File: src/rtl/lcd1602_bus_wr_if.sv
// Request/completion handshake from the LCD sequencers plus the HD44780 pin bundle.
// wr_en is a one-cycle request taken only while busy=0; wr_done pulses once per accepted byte.
interface lcd1602_bus_wr_if;
    logic       wr_en;
    logic       wr_rs;
    logic [7:0] wr_data;
    logic       wr_done;
    logic       busy;
    logic       lcd_rs;
    logic       lcd_rw;
    logic       lcd_en;
    logic [7:0] lcd_data;

    modport master (
        output wr_en, wr_rs, wr_data,
        input  wr_done, busy, lcd_rs, lcd_rw, lcd_en, lcd_data
    );

    modport slave (
        input  wr_en, wr_rs, wr_data,
        output wr_done, busy, lcd_rs, lcd_rw, lcd_en, lcd_data
    );
endinterface

File: src/rtl/lcd1602_bus_wr.sv
// Write-only HD44780 bus driver: latches one byte, strobes E with setup/hold margins,
// then waits out the controller execution time before pulsing wr_done.
module lcd1602_bus_wr #(
    parameter int T_SETUP     = 3,
    parameter int T_EN_HIGH   = 15,
    parameter int T_HOLD      = 3,
    parameter int T_EXEC      = 2500,
    parameter int T_EXEC_LONG = 100000
) (
    input  logic                  clk,
    input  logic                  rst,
    lcd1602_bus_wr_if.slave       bus,
    output logic [2:0]            dbg_state
);
    typedef enum logic [2:0] {
        IDLE  = 3'd0,
        SETUP = 3'd1,
        EN_HI = 3'd2,
        HOLD  = 3'd3,
        EXEC  = 3'd4
    } state_t;

    localparam logic [16:0] SETUP_LAST = 17'(T_SETUP - 1);
    localparam logic [16:0] EN_LAST    = 17'(T_EN_HIGH - 1);
    localparam logic [16:0] HOLD_LAST  = 17'(T_HOLD - 1);
    localparam logic [16:0] EXEC_LAST  = 17'(T_EXEC - 1);
    localparam logic [16:0] LONG_LAST  = 17'(T_EXEC_LONG - 1);

    state_t      state;
    logic [16:0] cnt;
    logic        wr_done_r;
    logic        busy_r;
    logic        lcd_rs_r;
    logic        lcd_en_r;
    logic [7:0]  lcd_data_r;
    logic        is_long;
    logic [16:0] exec_last;

    // Clear Display (01) and Return Home (02/03) take ~1.52 ms on the controller.
    assign is_long   = !lcd_rs_r && (lcd_data_r == 8'h01 || lcd_data_r == 8'h02 ||
                                     lcd_data_r == 8'h03);
    assign exec_last = is_long ? LONG_LAST : EXEC_LAST;

    always_ff @(posedge clk) begin
        if (rst) begin
            state      <= IDLE;
            cnt        <= '0;
            wr_done_r  <= 1'b0;
            busy_r     <= 1'b0;
            lcd_rs_r   <= 1'b0;
            lcd_en_r   <= 1'b0;
            lcd_data_r <= 8'h00;
        end else begin
            wr_done_r <= 1'b0;
            case (state)
                IDLE: begin
                    cnt <= '0;
                    if (bus.wr_en) begin
                        lcd_rs_r   <= bus.wr_rs;
                        lcd_data_r <= bus.wr_data;
                        busy_r     <= 1'b1;
                        state      <= SETUP;
                    end
                end
                SETUP: begin
                    if (cnt == SETUP_LAST) begin
                        cnt      <= '0;
                        lcd_en_r <= 1'b1;
                        state    <= EN_HI;
                    end else begin
                        cnt <= cnt + 17'd1;
                    end
                end
                EN_HI: begin
                    if (cnt == EN_LAST) begin
                        cnt      <= '0;
                        lcd_en_r <= 1'b0;
                        state    <= HOLD;
                    end else begin
                        cnt <= cnt + 17'd1;
                    end
                end
                HOLD: begin
                    if (cnt == HOLD_LAST) begin
                        cnt   <= '0;
                        state <= EXEC;
                    end else begin
                        cnt <= cnt + 17'd1;
                    end
                end
                EXEC: begin
                    // RS/DB stay on the pins after completion; only a new request changes them.
                    if (cnt == exec_last) begin
                        cnt       <= '0;
                        busy_r    <= 1'b0;
                        wr_done_r <= 1'b1;
                        state     <= IDLE;
                    end else begin
                        cnt <= cnt + 17'd1;
                    end
                end
                default: begin
                    cnt      <= '0;
                    lcd_en_r <= 1'b0;
                    busy_r   <= 1'b0;
                    state    <= IDLE;
                end
            endcase
        end
    end

    assign bus.wr_done  = wr_done_r;
    assign bus.busy     = busy_r;
    assign bus.lcd_rs   = lcd_rs_r;
    assign bus.lcd_rw   = 1'b0;
    assign bus.lcd_en   = lcd_en_r;
    assign bus.lcd_data = lcd_data_r;
    assign dbg_state    = state;
endmodule

File: src/flat_wrapper.sv
// flat-port wrapper written by rule: the top's interface ports become plain ports
module lcd1602_bus_wr_flat 
#(
    parameter int T_SETUP     = 3,
    parameter int T_EN_HIGH   = 15,
    parameter int T_HOLD      = 3,
    parameter int T_EXEC      = 2500,
    parameter int T_EXEC_LONG = 100000
)
  (clk, rst, dbg_state, bus_wr_en, bus_wr_rs, bus_wr_data, bus_wr_done, bus_busy, bus_lcd_rs, bus_lcd_rw, bus_lcd_en, bus_lcd_data);
  lcd1602_bus_wr_if bus_i ();
  input  logic clk;
  input  logic rst;
  output logic [2:0] dbg_state;
  input wire logic [$bits(bus_i.wr_en)-1:0] bus_wr_en;
  input wire logic [$bits(bus_i.wr_rs)-1:0] bus_wr_rs;
  input wire logic [$bits(bus_i.wr_data)-1:0] bus_wr_data;
  output wire logic [$bits(bus_i.wr_done)-1:0] bus_wr_done;
  output wire logic [$bits(bus_i.busy)-1:0] bus_busy;
  output wire logic [$bits(bus_i.lcd_rs)-1:0] bus_lcd_rs;
  output wire logic [$bits(bus_i.lcd_rw)-1:0] bus_lcd_rw;
  output wire logic [$bits(bus_i.lcd_en)-1:0] bus_lcd_en;
  output wire logic [$bits(bus_i.lcd_data)-1:0] bus_lcd_data;
  assign bus_i.wr_en = bus_wr_en;
  assign bus_i.wr_rs = bus_wr_rs;
  assign bus_i.wr_data = bus_wr_data;
  assign bus_wr_done = bus_i.wr_done;
  assign bus_busy = bus_i.busy;
  assign bus_lcd_rs = bus_i.lcd_rs;
  assign bus_lcd_rw = bus_i.lcd_rw;
  assign bus_lcd_en = bus_i.lcd_en;
  assign bus_lcd_data = bus_i.lcd_data;
  lcd1602_bus_wr #(.T_SETUP(T_SETUP), .T_EN_HIGH(T_EN_HIGH), .T_HOLD(T_HOLD), .T_EXEC(T_EXEC), .T_EXEC_LONG(T_EXEC_LONG)) u_core (.clk(clk), .rst(rst), .bus(bus_i), .dbg_state(dbg_state));
endmodule
File: config.mk
export PLATFORM = sky130hd
export DESIGN_NAME = lcd1602_bus_wr_flat
export DESIGN_NICKNAME = d
export VERILOG_FILES = /design/src/rtl/lcd1602_bus_wr_if.sv /design/src/rtl/lcd1602_bus_wr.sv /design/src/flat_wrapper.sv
export SDC_FILE = /design/constraint.sdc
export NUM_CORES = 1
export LEC_CHECK = 0
export CORE_UTILIZATION = 46
export DETAILED_ROUTE_END_ITERATION = 6
export GPL_TIMING_DRIVEN = 0
export HOLD_SLACK_MARGIN = 0.06
export PLACE_DENSITY = 0.74
export REMOVE_ABC_BUFFERS = 1
export SETUP_SLACK_MARGIN = 0.02
export SLEW_MARGIN = 20
export SYNTH_ARGS = -nofsm -noshare
export SYNTH_HDL_FRONTEND = slang
export SYNTH_SLANG_ARGS = --single-unit
File: constraint.sdc
create_clock -name clk -period 1.69 [get_ports clk]
set_input_delay 0.507 -clock clk [delete_from_list [all_inputs] [get_ports clk]]
set_output_delay 0.507 -clock clk [all_outputs]
set_load 0.02 [all_outputs]
==> out/results.ini <==
[finish]
layout.filler_cells=283
flow.area_growth_from_synthesis_pct=33.3
final_nets=226
stdcell_count=256
diodes=0
layout_cells_sized_above_1_pct=26.4
post-route-cell-area_sq_mm=0.00205

[clock_tree]
tritoncts_num_sinks=32
postCtsHoldBufs=0
cts-htree-levels=2
cts.path.max_buffers=2
clk-insertion-delay-late_ps=340
cts_made_buffers=5
path_clk_slew_ps=100
root_buffer=clkbuf_4
cts_tree=built

[worst_setup_path]
startpoint_class_of_the_critical_path=flip-flop
required_ps=1920
criticalPathCategory=reg2reg
cp.arrival_ps=2200
critPathMaxStageDelay_ps=530
timing.critical_path.slowest_stage_cell=or4_4
critical_path.cell_chain=or4_4, nor4_4, nand2_2, o221ai_4, buf_6, a21oi_1
critical_path.max_fanout=7
setup.worst_path.end_class=flip-flop

[yosys]
sequential_element_share_of_the_synthesized_area_pct=41.6
post-synth-top-count-cell=dfxtp_1
netlist_top_cells_count=dfxtp_1, a21oi_1, nand2_1, xor2_1, nand3_1
post_synth.cell_area_avg_sq_um=8.85
synth_enable_flop_cells=0
synth_ff_type=dfxtp_1
yosys_warning_total=0
compound_cell_area_share_of_the_yosys_netlist_pct=15.6
asyncSetResetFlopFracSynth_pct=0
main_combinational_cell_family_by_area_after_synthesis=simple AND/OR/NAND/NOR gates
yosys.area_share.adder_pct=1.62
muxShareOfSynthArea_pct=0.650
synth.ff_latch_count=32
synth-simple-area-share_pct=24.9
synth.largest_area_cell=dfxtp_1
synth_xor_area_share_pct=9.10
ys_types=42
synth_top_cells_by_area=dfxtp_1, a21oi_1, xor2_1, nand2_1, buf_6
synth_cells=174
synthesis.area_sq_mm=0.00154
synth_top_cell_area_share_pct=41.6

[die]
die_y_um=59.9
fp.dieW_um=59.9
floorplan.core_area_sq_mm=0.00310
ios=28
initial_standard_cell_utilization_of_the_core_pct=49.6
rows=20
floorplan.die_area_sq_mm=0.00358

[pwr]
power_per_cell_area_mw_per_mm2=664
cellLeakagePower_nw=0.758
switching_power_uw=363
pwr-share-comb_pct=12.2
vdd_ir_drop_max_mv=0.405
power_report.internal_total_mw=1.00
p_sw_share_pct=26.6
clock_power_share_pct=29.6
sequential_share_of_power_pct=58.2

[timing]
worst_slew_margin_rel_pct=61.4
setup_viol=22
fmaxAchievable_mhz=508
grt_setup_unrepaired=true
slew_violations=0
final.period_utilization_pct=116
timing_hold_violations_final=0
timing.clock.skew_ps=11.2
finalWorstSetupSlack_ps=-278
worstMarginPinSlew_ps=577
final.min_clock_period_ps=1970

[drt]
drt-wirelength-per-cell_um=15.1
drtAntennaViolNets=0
dr.first_iter.drc_count=55
drt_pass1_iterations=4
drc_errors=0
routed-via-count=1389
detail_route.wirelength_mm=3.86
viasPerCell=5.43

[global_routing]
globalRouteMet1Util_pct=24.9
gr-usage-met3_pct=5.84
gr-usage-met2_pct=40.6
track_usage_pct=22.9
grt_pass1_wl_mm=5.99
initial_antenna_violation_count=0
pin_count_of_the_biggest_net_entering_global_routing=16
grt.overflow.total=0
grt_most_used_layer=met2
number_of_global_route_vias_before_repair=1354

[status]
result_of_the_run=complete, but fails checks
failed_checks=setup timing

[placement]
dpl_cell_area_sq_mm=0.00178
finalWeightedCongestion=0.768
dpl.cell_count=234
place.detailed.hpwl_mm=2.31
placement.io_buffers=26

[job]
timing.max_cap.violations=0

[min_path]
min-delay-path-class=reg2reg

==> cell families after synthesis <==
group | count (synthesis)
adder cells (fa/ha/maj) | 2
AND/OR/NAND/NOR | 68
multiplexers | 1
buffers and inverters | 15
other | 1
flip-flops | 32
AO/OA/AOI/OAI | 39
XOR/XNOR | 16
==> path summary, 6_finish.rpt <==
check                 from            end  slack [ps]  cells past startpoint
min          u_core.cnt[0]  u_core.cnt[0]         470                      1
min reg2reg  u_core.cnt[0]  u_core.cnt[0]         470                      1
max          u_core.cnt[4]  u_core.cnt[7]        -280                      6
max reg2reg  u_core.cnt[4]  u_core.cnt[7]        -280                      6
==> metal layers <==
layer / wire [um] / up-vias
li1: - / 685
met1: 1550 / 664
met2: 2060 / 30
met3: 164 / 10
met4: 82 / 0
met5: 0 / -
==> stage by stage <==
stage          TNS (ps)  util, %  total power, mW  hold WS [ps]  setup WS (ps)
2_1_floorplan     -3640        -            0.889           431           -234
3_3_place_gp     -13480     57.3            0.967           442           -594
3_5_place_dp     -14830     57.3            0.972           454           -646
4_1_cts           -3810     64.4             1.37           467           -194
5_1_grt           -7260     66.2             1.43           496           -355
6_report          -5430     66.2             1.36           468           -278
==> cells in the final DEF, fill, tap and decap left out, types with 2 or more instances in the layout <==
cell	instances
clkbuf_4	5
a21oi_1	18
nand3_1	7
o211ai_1	2
buf_6	5
nand2_1	26
dfxtp_1	25
dfxtp_4	3
dfxtp_2	4
nor2b_1	2
nor3_1	4
a31oi_1	2
or4_4	2
clkdlybuf4s50_1	11
nor2_1	5
ha_1	2
inv_1	4
buf_4	9
clkbuf_2	2
xnor2_1	4
nand4_1	6
xor2_1	12
a21oi_2	8
dlygate4sd2_1	12
==> power groups by stage <==
stage,sequential (mW),combinational [mW],clock [mW]
floorplan,0.832,0.0568,0
global placement,0.812,0.155,0
detailed placement,0.813,0.159,0
CTS,0.795,0.165,0.414
global route,0.798,0.180,0.454
finish,0.793,0.167,0.404
==> flip-flops by register name (all words and copies together), names as in the netlist <==
signal               count
u_core.dbg_state         3
u_core.bus.busy          1
u_core.bus.lcd_data      8
u_core.bus.wr_done       1
u_core.bus.lcd_en        1
u_core.cnt              17
u_core.bus.lcd_rs        1
==> critical path: cells and delay by family (launching register included) <==
kind	cells	cell delay, ps
AOI/OAI and AO/OA	2	320
DFF	1	360
buffers and inverters	1	170
and+or+nand+nor	3	1000
==> timing repair <==
action	4_1_cts	5_1_grt
resized for setup	44	14
setup endpoints to repair	46	26
cloned	1	0
pin swaps	14	10
buffers inserted	11	3
==> area by class of cell <==
cell class,instances,area [sq um],share of cell area (%)
Clock buffer,6,41.3,2.01
Clock inverter,1,5.00,0.244
Inverter,5,18.8,0.914
Multi-Input combinational cell,127,897,43.7
Sequential cell,32,657,32.0
Tap cell,44,55.1,2.68
Timing Repair Buffer,41,379,18.5
No activity file was read; power rests on OpenSTA's default activity.
